--- src/rtl/m65c02_pfx_rdsel.sv ---
// rtl/m65c02_pfx_rdsel.sv - OAX/OAY/OSY prefix sequencer and ALU read-operand selector
//
// This block tracks the register-override prefixes (OAX, OAY, OSY) as they are
// loaded into IR. It holds them pending until the next non-prefix opcode
// arrives, applies them for the whole of that instruction, and then clears them.
// It also produces a registered one-hot ALU read select. That select is built
// with the same swap rules as the overrides.
//
// Optional build macro: M65C02_PFX_ERR_EN adds the sticky Pfx_Err output.
//
// Ports:
//   Rst      async active-high reset
//   Clk      system clock, rising edge
//   Rdy      microcycle enable; all state holds when low
//   IR_Ld    opcode load strobe (IR valid this cycle)
//   IR       opcode being loaded
//   Done     last microcycle of the current instruction
//   Int      interrupt/BRK entry; flushes prefixes (highest priority)
//   RSel     microword read-operand select
//   OAX/OAY/OSY  override lines for the register write-select logic
//   IntInh   inhibit interrupt recognition while a prefix is pending
//   RdA..RdP registered one-hot ALU read selects
//   Pfx_Err  sticky conflicting-prefix flag (M65C02_PFX_ERR_EN only)

module m65c02_pfx_rdsel #(
  parameter logic [7:0] OAX_OP = 8'hFB,
  parameter logic [7:0] OAY_OP = 8'hEB,
  parameter logic [7:0] OSY_OP = 8'h9B
) (
  input  logic       Rst,
  input  logic       Clk,
  input  logic       Rdy,
  input  logic       IR_Ld,
  input  logic [7:0] IR,
  input  logic       Done,
  input  logic       Int,
  input  logic [2:0] RSel,
  output logic       OAX,
  output logic       OAY,
  output logic       OSY,
  output logic       IntInh,
  output logic       RdA,
  output logic       RdX,
  output logic       RdY,
  output logic       RdS,
`ifdef M65C02_PFX_ERR_EN
  output logic       RdP,
  output logic       Pfx_Err
`else
  output logic       RdP
`endif
);

  typedef enum logic [1:0] {IDLE = 2'd0, PEND = 2'd1, ACTV = 2'd2} state_t;

  state_t state, nxt_state;
  logic   p_x, p_y, p_s;
  logic   nxt_px, nxt_py, nxt_ps;
  logic   nxt_oax, nxt_oay, nxt_osy;

  logic is_oax, is_oay, is_osy, is_pfx;

  assign is_oax = (IR == OAX_OP);
  assign is_oay = (IR == OAY_OP);
  assign is_osy = (IR == OSY_OP);
  assign is_pfx = is_oax | is_oay | is_osy;

  // The IDLE term closes the one-cycle window in which the first prefix is
  // being loaded but the state has not yet reached PEND.
  assign IntInh = (state == PEND) | ((state == IDLE) & IR_Ld & is_pfx);

`ifdef M65C02_PFX_ERR_EN
  logic nxt_err;
`endif

  always_comb begin
    nxt_state = state;
    nxt_px    = p_x;
    nxt_py    = p_y;
    nxt_ps    = p_s;
    nxt_oax   = OAX;
    nxt_oay   = OAY;
    nxt_osy   = OSY;
`ifdef M65C02_PFX_ERR_EN
    nxt_err   = Pfx_Err;
`endif
    if (Int) begin
      nxt_state = IDLE;
      nxt_px    = 1'b0;
      nxt_py    = 1'b0;
      nxt_ps    = 1'b0;
      nxt_oax   = 1'b0;
      nxt_oay   = 1'b0;
      nxt_osy   = 1'b0;
`ifdef M65C02_PFX_ERR_EN
      nxt_err   = 1'b0;
`endif
    end else begin
      case (state)
        IDLE: begin
          if (IR_Ld && is_pfx) begin
            nxt_px    = is_oax;
            nxt_py    = is_oay;
            nxt_ps    = is_osy;
            nxt_state = PEND;
          end
        end
        PEND: begin
          if (IR_Ld) begin
            if (is_pfx) begin
              // Last prefix wins. OAY excludes both OAX and OSY.
              // OAX and OSY touch disjoint register pairs, so they may stack.
              if (is_oax) begin
                nxt_px = 1'b1;
                nxt_py = 1'b0;
              end
              if (is_oay) begin
                nxt_py = 1'b1;
                nxt_px = 1'b0;
                nxt_ps = 1'b0;
              end
              if (is_osy) begin
                nxt_ps = 1'b1;
                nxt_py = 1'b0;
              end
`ifdef M65C02_PFX_ERR_EN
              if ((is_oax & p_y) | (is_oay & (p_x | p_s)) | (is_osy & p_y))
                nxt_err = 1'b1;
`endif
            end else begin
              nxt_oax   = p_x;
              nxt_oay   = p_y;
              nxt_osy   = p_s;
              nxt_px    = 1'b0;
              nxt_py    = 1'b0;
              nxt_ps    = 1'b0;
              nxt_state = ACTV;
            end
          end
        end
        ACTV: begin
          if (Done) begin
            nxt_oax = 1'b0;
            nxt_oay = 1'b0;
            nxt_osy = 1'b0;
            if (IR_Ld && is_pfx) begin
              nxt_px    = is_oax;
              nxt_py    = is_oay;
              nxt_ps    = is_osy;
              nxt_state = PEND;
            end else begin
              nxt_state = IDLE;
            end
          end
        end
        default: begin
          nxt_state = IDLE;
          nxt_px    = 1'b0;
          nxt_py    = 1'b0;
          nxt_ps    = 1'b0;
          nxt_oax   = 1'b0;
          nxt_oay   = 1'b0;
          nxt_osy   = 1'b0;
        end
      endcase
    end
  end

  // Read-select decode. It uses the post-edge override values, so the select
  // registered on the target's load edge is already swapped.
  logic       l_a, l_x, l_y, l_s, l_p;
  logic [4:0] nxt_rd;

  always_comb begin
    l_a = (RSel == 3'b011);
    l_x = (RSel == 3'b001);
    l_y = (RSel == 3'b010);
    l_p = (RSel == 3'b100);
    l_s = (RSel == 3'b101);
    nxt_rd[4] = (l_a & ~nxt_oax & ~nxt_oay) | (l_x & nxt_oax) | (l_y & nxt_oay);
    nxt_rd[3] = (l_x & ~nxt_oax) | (l_a & nxt_oax);
    nxt_rd[2] = (l_y & ~nxt_oay & ~nxt_osy) | (l_a & nxt_oay) | (l_s & nxt_osy);
    nxt_rd[1] = (l_s & ~nxt_osy) | (l_y & nxt_osy);
    nxt_rd[0] = l_p;
  end

  always_ff @(posedge Clk or posedge Rst) begin
    if (Rst) begin
      state <= IDLE;
      p_x   <= 1'b0;
      p_y   <= 1'b0;
      p_s   <= 1'b0;
      OAX   <= 1'b0;
      OAY   <= 1'b0;
      OSY   <= 1'b0;
      {RdA, RdX, RdY, RdS, RdP} <= 5'b0;
`ifdef M65C02_PFX_ERR_EN
      Pfx_Err <= 1'b0;
`endif
    end else if (Rdy) begin
      state <= nxt_state;
      p_x   <= nxt_px;
      p_y   <= nxt_py;
      p_s   <= nxt_ps;
      OAX   <= nxt_oax;
      OAY   <= nxt_oay;
      OSY   <= nxt_osy;
      {RdA, RdX, RdY, RdS, RdP} <= nxt_rd;
`ifdef M65C02_PFX_ERR_EN
      Pfx_Err <= nxt_err;
`endif
    end
  end

endmodule

--- config.mk ---
export PLATFORM = sky130hd
export DESIGN_NAME = m65c02_pfx_rdsel
export DESIGN_NICKNAME = d
export VERILOG_FILES = /design/src/rtl/m65c02_pfx_rdsel.sv
export SDC_FILE = /design/constraint.sdc
export NUM_CORES = 1
export LEC_CHECK = 0
export BUFFER_PORTS_ARGS = -buffer_cell sky130_fd_sc_hd__buf_2
export CAP_MARGIN = 15
export CORE_ASPECT_RATIO = 1.2
export CORE_UTILIZATION = 49
export DETAILED_ROUTE_END_ITERATION = 6
export PLACE_DENSITY = 0.83
export SETUP_SLACK_MARGIN = 0.05
export SLEW_MARGIN = 20
export SYNTH_ARGS = -nofsm -noshare
export SYNTH_HDL_FRONTEND = slang
export SYNTH_SLANG_ARGS = --single-unit
export TNS_END_PERCENT = 1
--- constraint.sdc ---
create_clock -name Clk -period 2.49 [get_ports Clk]
set_clock_uncertainty 0.1 [all_clocks]
set_input_delay 0.498 -clock Clk [delete_from_list [all_inputs] [get_ports Clk]]
set_output_delay 0.498 -clock Clk [all_outputs]
set_load 0.02 [all_outputs]
* After elaboration in Yosys (flattened, before gate mapping)
Cells that the tools add are included.
** Storage, ports and cells
- Logic and storage cells :: 108
- Register bits :: 13
- Input bits :: 17
- Output and inout bits :: 9
** Cells by class
- Multiplexer cells :: 47
- Eq/ne operators :: 17
- Reductions and logical operators :: 6
- Bitwise gates (word level) :: 26
** Operator list (count)
- $mux W1 :: 35
- $eq A8 B8 Y1 const B :: 3
- $pmux W1 S3 :: 6
- $and A1 B1 Y1 :: 14
- $reduce_and A4 Y1 :: 3
- $mux W2 :: 5
- $ne A5 B5 Y1 const B :: 2
- $ne A3 B3 Y1 const B :: 3
- $or A1 B1 Y1 :: 9
- $eq A3 B2 Y1 const B :: 2
- $eq A3 B3 Y1 const B :: 2
- $ne A6 B6 Y1 const B :: 1
- $pmux W2 S3 :: 1
- $reduce_and A5 Y1 :: 1
- $eq A3 B1 Y1 const B :: 1
- $ne A3 B2 Y1 const B :: 1
- $not A1 Y1 :: 3
- $eq A2 B1 Y1 const B :: 1
- $eq A2 B2 Y1 const B :: 1
- $logic_not A2 Y1 :: 1
- $logic_and A1 B1 Y1 :: 1

* Logic depth before layout (Yosys ltp)
- Depth after elaboration :: 12
- Mapped depth :: 7
- Mapped depth without buffers :: 6

* Worst setup path after synthesis
Ideal clock, no wire load.
- Path type :: input to register
- From :: in IR[5]
- To :: reg RdY
- Arrival :: 2.016 ns
- Path slack :: 0.248 ns
- Path buffers :: 0
- Stages on the path :: 6
- Library setup time :: 0.126 ns
- Data required time :: 2.264 ns
- Cell sequence :: or3b_4 > a211o_1 > a31oi_1 > o221ai_2 > and3_1 > o32a_1
** Between the ends
- Longest elaborated chain between the ends :: 12
- Elaborated cells between the ends (all ways) :: 21
- Those cells by class :: eq/ne: 3; mux: 8; bitwise: 10
** RTL lines
- start, declared :: line 34 : input logic [7:0] IR,
- $eq A8 B8 Y1 (on tied branches) :: line 63, 64
- $or A1 B1 Y1 :: line 66 : assign is_pfx = is_oax | is_oay | is_osy;
- $or A1 B1 Y1 (*) :: line 66
- $mux W1 :: line 110 : if (is_pfx) begin
- $mux W1 :: line 109 : if (IR_Ld) begin
- $pmux W1 S3 :: line 99 : case (state)
- $mux W1 :: line 87 : if (Int) begin
- $not A1 Y1 :: line 182 : nxt_rd[2] = (l_y & ~nxt_oay & ~nxt_osy) | (l_a & nxt_oay) | (l_s & nxt_osy);
- $and A1 B1 Y1 (2 in a row) :: line 182
- $or A1 B1 Y1 :: line 182
- $or A1 B1 Y1 (*) :: line 182
- end signal, assigned :: line 208 : {RdA, RdX, RdY, RdS, RdP} <= nxt_rd;
- end, declared :: line 44 : output logic RdY,
Every way passes the cells marked *; elsewhere a longest branch is shown, timed or not.
A chain may end at the register's enable or synchronous reset.

* Worst setup path in the final report
- From :: in IR[5]
- To :: out IntInh
** Between the ends
- Longest elaborated chain between the ends :: 5
- Elaborated cells between the ends (all ways) :: 7
- Those cells by class :: eq/ne: 3; bitwise: 4
** RTL lines
- $eq A8 B8 Y1 (on tied branches) :: line 63, 64
- $or A1 B1 Y1 :: line 66
- $or A1 B1 Y1 (*) :: line 66
- $and A1 B1 Y1 (*) :: line 70 : assign IntInh = (state == PEND) | ((state == IDLE) & IR_Ld & is_pfx);
- $or A1 B1 Y1 (*) :: line 70
- end, declared :: line 41 : output logic IntInh,
Marked as above.

==> flow_summary.yaml <==
outcome:
  status: "complete, no violations"
clock_network:
  cts_setup_buffers: 0
  ctsHoldBuffers: 0
  clockBufferDepth: 2
  postCtsResizedCells: 0
  path_clk_slew_ns: 0.08
  cts-root-buf: "clkbuf_4"
  cts.sinks: 13
  clock_latency_ns: 0.28
  h-tree-depth: 1
  cts_tree: "yes"
  cts_buffers: 3
logic_synthesis:
  avgSynthCellArea_um2: 8.633
  synthXorXnorAreaFrac: 0.01014
  synth_fa_ha_area_frac: 0
  synth_top_family_by_area: "compound AO/OA/AOI/OAI gates"
  syn_inst: 100
  synthDistinctLibCells: 36
  ys_warn_count: 0
  yosys-top-cells-area: "dfrtp_1 (38%), mux2i_1 (7.0%), nand2_1 (5.2%)"
  synth.area.mux_share: 0.09565
  synth_nets: 117
  netlist_area_um2: 863.3
  yosys.area_share.simple: 0.2275
  yosysTopAreaCellShare: 0.3768
  synth-compound-area-share: 0.2420
  ys_seq_area_frac: 0.3768
  synth_top_cell_by_area: "dfrtp_1"
  synth_seq_cells: 13
sta:
  min_period_over_period: 0.9331
  max_freq_ghz: 0.4304
  fin_crit_ns: 2.323
  finalSetupTns_ns: 0
  hold_viol: 0
  setup_viol: 0
  rsz0062_at_grt: "false"
  slew_headroom: 0.6730
  slew_viol_final: 0
  worstMarginPinSlew_ns: 0.4900
pwr:
  peakVddDrop_mv: 0.2634
  cellLeakagePower_nw: 0.4873
  cellPowerDensity_nw_per_um2: 408.1
placed_design:
  io_buffers: 25
  place_hpwl_mm: 1.526
  place_inst: 142
  finalWeightedCongestion: 0.8154
critical_path:
  r2r_cells: 5
  worstReg2RegEnd: "RdA$_DFFE_PP0P_"
  crit_arrival_ns: 1.73
  cp-end-kind: "primary output"
  worstPathRequired_ns: 1.89
  worstPathMaxFanout: 4
  reg2reg_from: "state[1]$_DFFE_PP0P_"
  start_kind: "input pin"
  worstSetupPathType: "input pin to primary output"
  r2r_slack_ns: 0.49
global_routing:
  antenna_found_initial: 0
  grt_pass1_wl_mm: 2.842
  grt_pass1_vias: 691
  grt_usage: 0.2221
  overflow: 0
  grt_max_degree: 14
floorplanning:
  dieArea_um2: 1934
  io_pins: 26
  coreArea_um2: 1642
  die-width_um: 40.32
  row_count: 16
  die_h_um: 47.98
  start_util: 0.5259
hold_path:
  hold_path.class: "input pin to async pin"
detailed_routing:
  wl_per_cell_um: 13.66
  final_antenna_net_count: 0
  drt_iter0_drc: 18
  route.detailed.drc: 0
  routed_via_density: 6.021
  dr.pass1.iters: 4
  vias: 879
  postRouteWirelength_mm: 1.994
run:
  maxCapViolations: 0
finish:
  num-fill-cells: 155
  mostFrequentLayoutCells: "buf_2 (25), dfrtp_1 (13), nand2_1 (12), inv_1 (8), nor2_1 (8)"
  layout.cells.non_filler: 146
  nets: 146
  final_common_cell: "buf_2"
  drive_gt1_frac: 0.2734
  syn_to_final_growth_pct: 20.58
  antenna_cells: 0
[sequential cells by signal, summed over array words and instances (netlist names)]
register / flops
p_y: 1
RdY: 1
OAY: 1
RdA: 1
OAX: 1
state: 2
p_s: 1
RdX: 1
OSY: 1
p_x: 1
RdS: 1
RdP: 1
[Yosys cell counts (all sizes together)]
library cell / n
and2: 3
o32a: 1
o41ai: 2
or3b: 1
inv: 8
nand2: 12
nor4b: 1
nor3b: 2
nor2: 8
a41oi: 1
nand3b: 2
o31ai: 1
a2bb2oi: 2
mux2: 2
dfrtp: 13
and3: 2
nor2b: 1
o22ai: 1
o32ai: 1
clkbuf: 2
xnor2: 1
o21a: 1
nand4: 1
nor3: 1
a31oi: 3
mux2i: 6
a221o: 1
nand3: 2
o221ai: 1
a211oi: 1
a211o: 1
a21oi: 5
buf: 1
nand2b: 1
or3: 1
o21ai: 7
[critical path: stages]
cell and delay (ns):
buf_2 0.12, or3b_4 0.41, a211oi_2 0.33, a21oi_1 0.12, nor2_1 0.08, buf_2 0.16
[stage by stage]
step	worst slack (ns)	hold WS [ns]	cell area [µm²]	power [mW]	utilization
3_5_place_dp	0.002524	0.3737	1015	0.2961	0.6181
2_1_floorplan	0.2482	0.2750	863.3	0.2647	-
6_report	0.1667	0.1190	1041	0.4248	0.6341
3_3_place_gp	0.08189	0.3815	1015	0.2940	0.6181
4_1_cts	0.1629	0.1414	1041	0.4273	0.6341
5_1_grt	0.09756	0.1762	1041	0.4413	0.6341
[area by class of cell]
cell class              count  area [µm²]  share of cell area
flip-flops and latches     13       325.3              0.3125
clock buffers               4       26.28             0.02524
multi-input cells          76       496.7              0.4772
repair buffers             27       140.1              0.1346
inverters                   8       30.03             0.02885
well taps                  18       22.52             0.02163
[how the worst max path moves through the flow]
stage,start,endpoint,slack (ns),cells past startpoint
floorplan,IR[5],RdY$_DFFE_PP0P_,0.25,6
global placement,IR[5],RdY$_DFFE_PP0P_,0.08,7
detailed placement,IR[5],RdY$_DFFE_PP0P_,0.003,7
CTS,IR[5],IntInh,0.16,6
global route,IR[5],IntInh,0.1,6
finish,IR[5],IntInh,0.17,6
[cells by family after synthesis]
kind of cell	Yosys count
AOI/OAI and AO/OA	29
buffers and inverters	11
DFF	13
muxes	8
and+or+nand+nor	38
xor gates and xnor gates	1
[power by group]
part / switching (mW) / internal, mW / total, mW
sequential: 0.00337 / 0.217 / 0.220
combinational: 0.0440 / 0.0282 / 0.0723
clock: 0.0700 / 0.0623 / 0.132
[layer usage]
| metal | part of all wire | up-vias | global-route usage | wire (µm) |
|---|---|---|---|---|
| met5 | 0 | - | 0 | 0 |
| met4 | 0.018 | 0 | 0.08000 | 35 |
| met3 | 0.059 | 5 | 0.04186 | 117 |
| met2 | 0.51 | 28 | 0.3968 | 1018 |
| met1 | 0.41 | 423 | 0.2602 | 823 |
| li1 | - | 423 | - | - |
No activity file was read; power rests on OpenSTA's default activity.
